### src/rtl/obi_rr_arbiter.sv
`default_nettype none
// +--------------------------------------------------------------------------+
// | obi_rr_arbiter : merges NumMasters OBI initiators onto one OBI request,  |
// | routing each response back through an in-order ID FIFO.                  |
// | Optional macro OBI_ARB_FIXED_PRIO_EN selects fixed lowest-index priority. |
// | Revision: 1.0                                                            |
// +--------------------------------------------------------------------------+

package obi_rr_arbiter_pkg;
  typedef struct packed {
    logic        req;
    logic        we;
    logic [3:0]  be;
    logic [31:0] addr;
    logic [31:0] wdata;
  } obi_req_t;

  typedef struct packed {
    logic        gnt;
    logic        rvalid;
    logic [31:0] rdata;
  } obi_resp_t;
endpackage

module obi_rr_arbiter
  import obi_rr_arbiter_pkg::*;
#(
  parameter int unsigned NumMasters     = 2,
  parameter int unsigned MaxOutstanding = 2,
  localparam int unsigned IdxW          = (NumMasters > 1) ? $clog2(NumMasters) : 1
) (
  input  logic      clk_i,
  input  logic      rst_i,
  input  obi_req_t  master_req_i  [NumMasters],
  output obi_resp_t master_resp_o [NumMasters],
  output obi_req_t  slave_req_o,
  input  obi_resp_t slave_resp_i,
  output logic      err_o
);

  localparam int unsigned     PtrW    = (MaxOutstanding > 1) ? $clog2(MaxOutstanding) : 1;
  localparam int unsigned     CntW    = $clog2(MaxOutstanding + 1);
  localparam logic [IdxW-1:0] LastIdx = IdxW'(NumMasters - 1);
  localparam logic [PtrW-1:0] LastPtr = PtrW'(MaxOutstanding - 1);
  localparam logic [CntW-1:0] Depth   = CntW'(MaxOutstanding);

  logic            lock_v_q, lock_v_d;
  logic [IdxW-1:0] lock_idx_q, lock_idx_d;
  logic [PtrW-1:0] wr_ptr_q, wr_ptr_d, rd_ptr_q, rd_ptr_d;
  logic [CntW-1:0] count_q, count_d;
  logic            err_q, err_d;
  logic [IdxW-1:0] fifo_q [MaxOutstanding];

  logic [IdxW-1:0] start_idx, arb_idx, cand, sel, head;
  logic            arb_found, cand_req, can_issue, fwd, hs, pop;

`ifdef OBI_ARB_FIXED_PRIO_EN
  assign start_idx = '0;
`else
  logic [IdxW-1:0] rr_q, rr_d;

  assign start_idx = rr_q;
  assign rr_d      = hs ? ((sel == LastIdx) ? '0 : sel + 1'b1) : rr_q;

  always_ff @(posedge clk_i or posedge rst_i) begin
    if (rst_i) rr_q <= '0;
    else       rr_q <= rr_d;
  end
`endif

  // Search upward from start_idx, wrapping at the last real master index.
  always_comb begin
    arb_idx   = start_idx;
    arb_found = 1'b0;
    cand      = start_idx;
    for (int unsigned i = 0; i < NumMasters; i++) begin
      if (!arb_found && master_req_i[cand].req) begin
        arb_found = 1'b1;
        arb_idx   = cand;
      end
      cand = (cand == LastIdx) ? '0 : cand + 1'b1;
    end
  end

  assign sel       = lock_v_q ? lock_idx_q : arb_idx;
  assign cand_req  = master_req_i[sel].req;
  assign can_issue = (count_q < Depth) || slave_resp_i.rvalid;
  assign fwd       = cand_req && can_issue && !rst_i;
  assign hs        = fwd && slave_resp_i.gnt;
  assign pop       = slave_resp_i.rvalid && (count_q != '0);
  assign head      = fifo_q[rd_ptr_q];

  assign slave_req_o = fwd ? master_req_i[sel] : '0;
  assign err_o       = err_q;

  always_comb begin
    for (int unsigned i = 0; i < NumMasters; i++) begin
      master_resp_o[i] = '0;
      if (hs && (sel == IdxW'(i))) master_resp_o[i].gnt = 1'b1;
      if (pop && (head == IdxW'(i))) begin
        master_resp_o[i].rvalid = 1'b1;
        master_resp_o[i].rdata  = slave_resp_i.rdata;
      end
    end
  end

  always_comb begin
    lock_v_d   = lock_v_q;
    lock_idx_d = lock_idx_q;
    wr_ptr_d   = wr_ptr_q;
    rd_ptr_d   = rd_ptr_q;
    count_d    = count_q;
    err_d      = err_q | (slave_resp_i.rvalid && (count_q == '0));

    // Hold the stalled master until granted; release if it abandons its request.
    if (hs) begin
      lock_v_d = 1'b0;
    end else if (fwd) begin
      lock_v_d   = 1'b1;
      lock_idx_d = sel;
    end else if (lock_v_q && !cand_req) begin
      lock_v_d = 1'b0;
    end

    if (hs)  wr_ptr_d = (wr_ptr_q == LastPtr) ? '0 : wr_ptr_q + 1'b1;
    if (pop) rd_ptr_d = (rd_ptr_q == LastPtr) ? '0 : rd_ptr_q + 1'b1;
    if (hs && !pop)      count_d = count_q + 1'b1;
    else if (pop && !hs) count_d = count_q - 1'b1;
  end

  always_ff @(posedge clk_i or posedge rst_i) begin
    if (rst_i) begin
      lock_v_q   <= 1'b0;
      lock_idx_q <= '0;
      wr_ptr_q   <= '0;
      rd_ptr_q   <= '0;
      count_q    <= '0;
      err_q      <= 1'b0;
    end else begin
      lock_v_q   <= lock_v_d;
      lock_idx_q <= lock_idx_d;
      wr_ptr_q   <= wr_ptr_d;
      rd_ptr_q   <= rd_ptr_d;
      count_q    <= count_d;
      err_q      <= err_d;
    end
  end

  always_ff @(posedge clk_i) begin
    if (hs) fifo_q[wr_ptr_q] <= sel;
  end

endmodule
`default_nettype wire

### config.mk
export PLATFORM = sky130hd
export DESIGN_NAME = obi_rr_arbiter
export DESIGN_NICKNAME = d
export VERILOG_FILES = /design/src/rtl/obi_rr_arbiter.sv
export SDC_FILE = /design/constraint.sdc
export NUM_CORES = 1
export LEC_CHECK = 0
export ABC_AREA = 1
export CORE_AREA = 3 3 123 125
export CTS_BUF_LIST = sky130_fd_sc_hd__clkbuf_2 sky130_fd_sc_hd__clkbuf_4 sky130_fd_sc_hd__clkbuf_8
export DETAILED_ROUTE_END_ITERATION = 6
export DIE_AREA = 0 0 126 128
export PLACE_DENSITY_LB_ADDON = 0.2
export SYNTH_ARGS = -nofsm -noshare
export SYNTH_HDL_FRONTEND = slang
export SYNTH_SLANG_ARGS = --single-unit
### constraint.sdc
create_clock -name clk_i -period 1.9 [get_ports clk_i]
set_clock_uncertainty 0.05 [all_clocks]
set_input_delay 0.38 -clock clk_i [delete_from_list [all_inputs] [get_ports clk_i]]
set_output_delay 0.38 -clock clk_i [all_outputs]
set_load 0.01 [all_outputs]
==> flow_results.org <==
** Drt
- Remaining antenna violation count after routing :: 0
- After detailed routing, the number of vias per cell comes to 4.31.
- Wires add up to 17.7 mm.
- First drt pass iteration count :: 4
- The detailed router finished its first iteration with 134 violations.
- Per-cell routed wire length :: 17.8 um
- For this run, design rule violations remaining after detail routing come to 0.
- For this block, the via count after detailed routing is 4290.

** Floorplan
- The region available for standard cell placement spans 14000 sq um.
- The die covers 16100 sq um.
- During I/O placement, the number of pins put on the boundary was 315.
- The die is 126 um wide.
- Measured along the y axis, the die boundary spans 128 um.
- Number of core rows :: 43
- Once the floorplan was initialized, standard cells occupied 16.2% of the core.

** Clock network
- Counting the buffers created by CTS gives 3.
- Clock-pin slew was measured on the worst setup and hold paths at 50 ps.
- The clock passes through at most 2 buffers.
- CTS H-Tree Depth :: 1
- For the worst-skew pair, the clock arrives at the later sink with an insertion delay of 240 ps.
- The tree is rooted in a clkbuf_8.
- TritonCTS clock tree :: built
- After clock tree synthesis, the flow added hold-fix buffers numbering 0.
- Sinks on Clock Net :: 10

** Power
- Internal power comes to 4230 uW.
- The design draws 7350 uW.
- Worst vdd ir :: 399 uV
- Fraction of power consumed by the clock network :: 3.1%
- Leakage power :: 0.00364 uW
- Sw power :: 3120 uW
- Power share of the sequential group :: 4.9%
- Combinational cells account for 92.0% of the total power.
- Switching Fraction :: 42.5%
- Power Density :: 937 nW/um^2

** Synthesis
- Synthesis produced 400 cells.
- For this run, the register share of the synthesized area comes to 11.5%.
- Averaged over all synthesized cells, the footprint is 5.66 sq um.
- Netlist cell types :: 21
- Post-Synthesis Net Count :: 577
- In this run the cell area of the synthesized design comes to 2260 sq um.
- Yosys synthesis warning count :: 0
- The synthesized design contains 10 register bits.

** STA
- The worst pin sits at a relative slew slack of 78.8%.
- Derived from the worst setup path, the maximum achievable clock frequency is 0.429 GHz.
- Final-report hold violation count :: 0
- Max-slew violation count :: 0
- Across all setup checks in the final design, the least slack found is -431 ps.
- Minimum clock period :: 2330 ps
- Setup_tns :: -31870 ps
- Setup repair after global routing could not meet its margin everywhere.
- Slew at the pin with the worst max-slew slack :: 317 ps
- In the finished design, the share of the clock period the worst path needs comes to 123%.
- Setup violations remaining at the end of the flow were counted as 138.

** Placed design
- At the end of routability-driven placement, the weighted congestion stood at 0.852.
- After legalization and detailed placement, the total HPWL measured 11.3 mm.
- Once placement completed, the tool counted placed cells totaling 894.
- Number of input and output port buffers inserted :: 314
- At the placement stage, the worst setup path has a slack of -1040 ps.

** Setup path
- Setup slack on the worst flop-to-flop path :: -220 ps
- Max FO, Critical Path :: 8
- End point of the critical path :: slave_req_o[26]
- Type of the worst setup path :: in2out
- For the worst flop-to-flop path, the logic depth is 14.
- Element type at the critical path start :: input port
- Tracing the worst setup path back leads to its startpoint at master_req_i[69].
- Nature of the critical path endpoint :: output port
- For the worst setup path, the data required time is 1470 ps.
- Reg2reg end :: count_q[1]
- STA puts the critical path data arrival time at 1900 ps.
- FF-to-FF Start :: rr_q

** Cells and area
- After the flow finishes, the layout carries non-filler instances totaling 995.
- At the end of the flow the core is filled with cells to 56.0%.
- Count of inserted antenna diode cells :: 0
- Net count reported at finish :: 993
- Layout overhead on the synthesized area :: 246%
- The post-route netlist has 58.3% of its cells at a drive strength greater than 1.

** Status
- The run finished, with violations left.
- The final reports fail on negative setup slack.

** Global routing
- Entering global routing, the biggest net connects 17 pins.
- Global routing consumed, over all layers together, 19.5% of the routing resources.
- The first global-routing pass estimated 24.7 mm of wire.
- Number of antenna violations at the first check in global routing :: 0
- The via count of the first global-routing pass came to 4463.
- Leftover overflow at the end of global routing :: 0

** Worst hold path
- The tightest min-delay check is of the in2async type.

** Run
- Max-cap violations in this run came to 0.
-- power groups by stage --
stage	Combinational (uW)	Clock, uW	Sequential (uW)
final	6760	228	360
after global routing	7130	248	371
after CTS	5920	232	351
after detailed placement	3590	0	350
after global placement	3560	0	349
after floorplan	1790	0	341
-- critical path: stages --
cell           delay (ps)
dlygate4sd2_1         260
inv_1                 100
nand2_2                60
nand2_2               100
buf_6                 110
nand3_4                60
nand2_4               100
nand2_8                80
buf_8                 150
buf_16                150
buf_6                 110
a21oi_2                90
buf_4                 140
-- flip-flops by register name, indices dropped and copies added (netlist names) --
name and count:
count_q 2, fifo_q 2, err_o 1, lock_idx_q 1
lock_v_q 1, rd_ptr_q 1, rr_q 1, wr_ptr_q 1
-- synth_stat cells --
cell | n | area share, %
nand2_4 | 1 | 0.50
o21ai_0 | 2 | 0.44
nand2_1 | 144 | 24
ha_1 | 1 | 0.55
buf_2 | 13 | 2.9
nand3b_1 | 1 | 0.33
o21bai_1 | 1 | 0.33
inv_2 | 4 | 0.66
buf_6 | 15 | 7.5
xnor2_1 | 2 | 0.77
nor2_1 | 68 | 11
inv_1 | 45 | 7.5
nand3_1 | 2 | 0.44
a21oi_2 | 61 | 24
nand2_2 | 12 | 3.3
dfrtp_1 | 8 | 8.8
nand4_1 | 5 | 1.4
a21oi_1 | 11 | 2.4
xor2_1 | 1 | 0.39
edfxtp_1 | 2 | 2.7
inv_6 | 1 | 0.39
-- per-stage QoR --
stage               instance area, sq um  hold WS, ps
floorplan                           2260          146
global placement                    5710          405
detailed placement                  5710          416
CTS                                 6950          409
global route                        7840          448
finish                              7840          399
-- placed cells by master, fill, tap and decap left out, types with 12 or more instances in the layout --
cell and n:
a21oi_2 68, nor2_4 48, buf_4 38, nor2_2 12, nand2_1 98, buf_2 75
buf_6 93, nand2_2 40, nand2_4 18, clkdlybuf4s50_1 173, buf_12 26, inv_1 40
buf_16 24
-- worst min-delay path by stage --
| stage | end | cells past startpoint | slack [ps] |
|---|---|---|---|
| 2_1_floorplan | count_q[0] | 1 | 150 |
| 3_3_place_gp | wr_ptr_q | 2 | 410 |
| 3_5_place_dp | lock_idx_q | 2 | 420 |
| 4_1_cts | rr_q | 2 | 410 |
| 5_1_grt | wr_ptr_q | 2 | 450 |
| 6_report | wr_ptr_q | 2 | 400 |
-- logic make-up (layout without fill, tap and decap cells) --
| logic type | count (synthesis) | count (layout) | synth area share, % |
|---|---|---|---|
| buffers and inverters | 78 | 493 | 18.8 |
| adder cells (fa/ha/maj) | 1 | 1 | 0.553 |
| AND/OR/NAND/NOR | 233 | 233 | 41.1 |
| XOR/XNOR | 3 | 3 | 1.16 |
| AO/OA/AOI/OAI | 75 | 75 | 26.8 |
| flip-flops | 10 | 10 | 11.5 |
-- layout make-up --
| type | count | area (sq um) |
|---|---|---|
| timing repair buffer | 439 | 4790 |
| multi-input combinational | 312 | 2300 |
| clock buffer | 3 | 41.3 |
| fill | 1264 | 6150 |
| tap | 180 | 225 |
| inverter | 50 | 213 |
| sequential | 10 | 262 |
| clock inverter | 1 | 3.75 |
-- timing repair --
| action | CTS | global route |
|---|---|---|
| endpoints found under the setup margin | 141 | 143 |
| resized for setup | 716 | 236 |
| gates cloned | 29 | 3 |
| buffers inserted | 63 | 19 |
| pin swaps | 27 | 39 |
-- per-layer routing --
metal | vias up | global-route usage, % | part of all wire, %
met5 | - | 0 | 0
met4 | 0 | 4.92 | 2.0
met3 | 24 | 5.00 | 8.1
met2 | 225 | 39.5 | 56
met1 | 1981 | 19.7 | 34
li1 | 2060 | - | -
(Power assumes the default switching activity.)
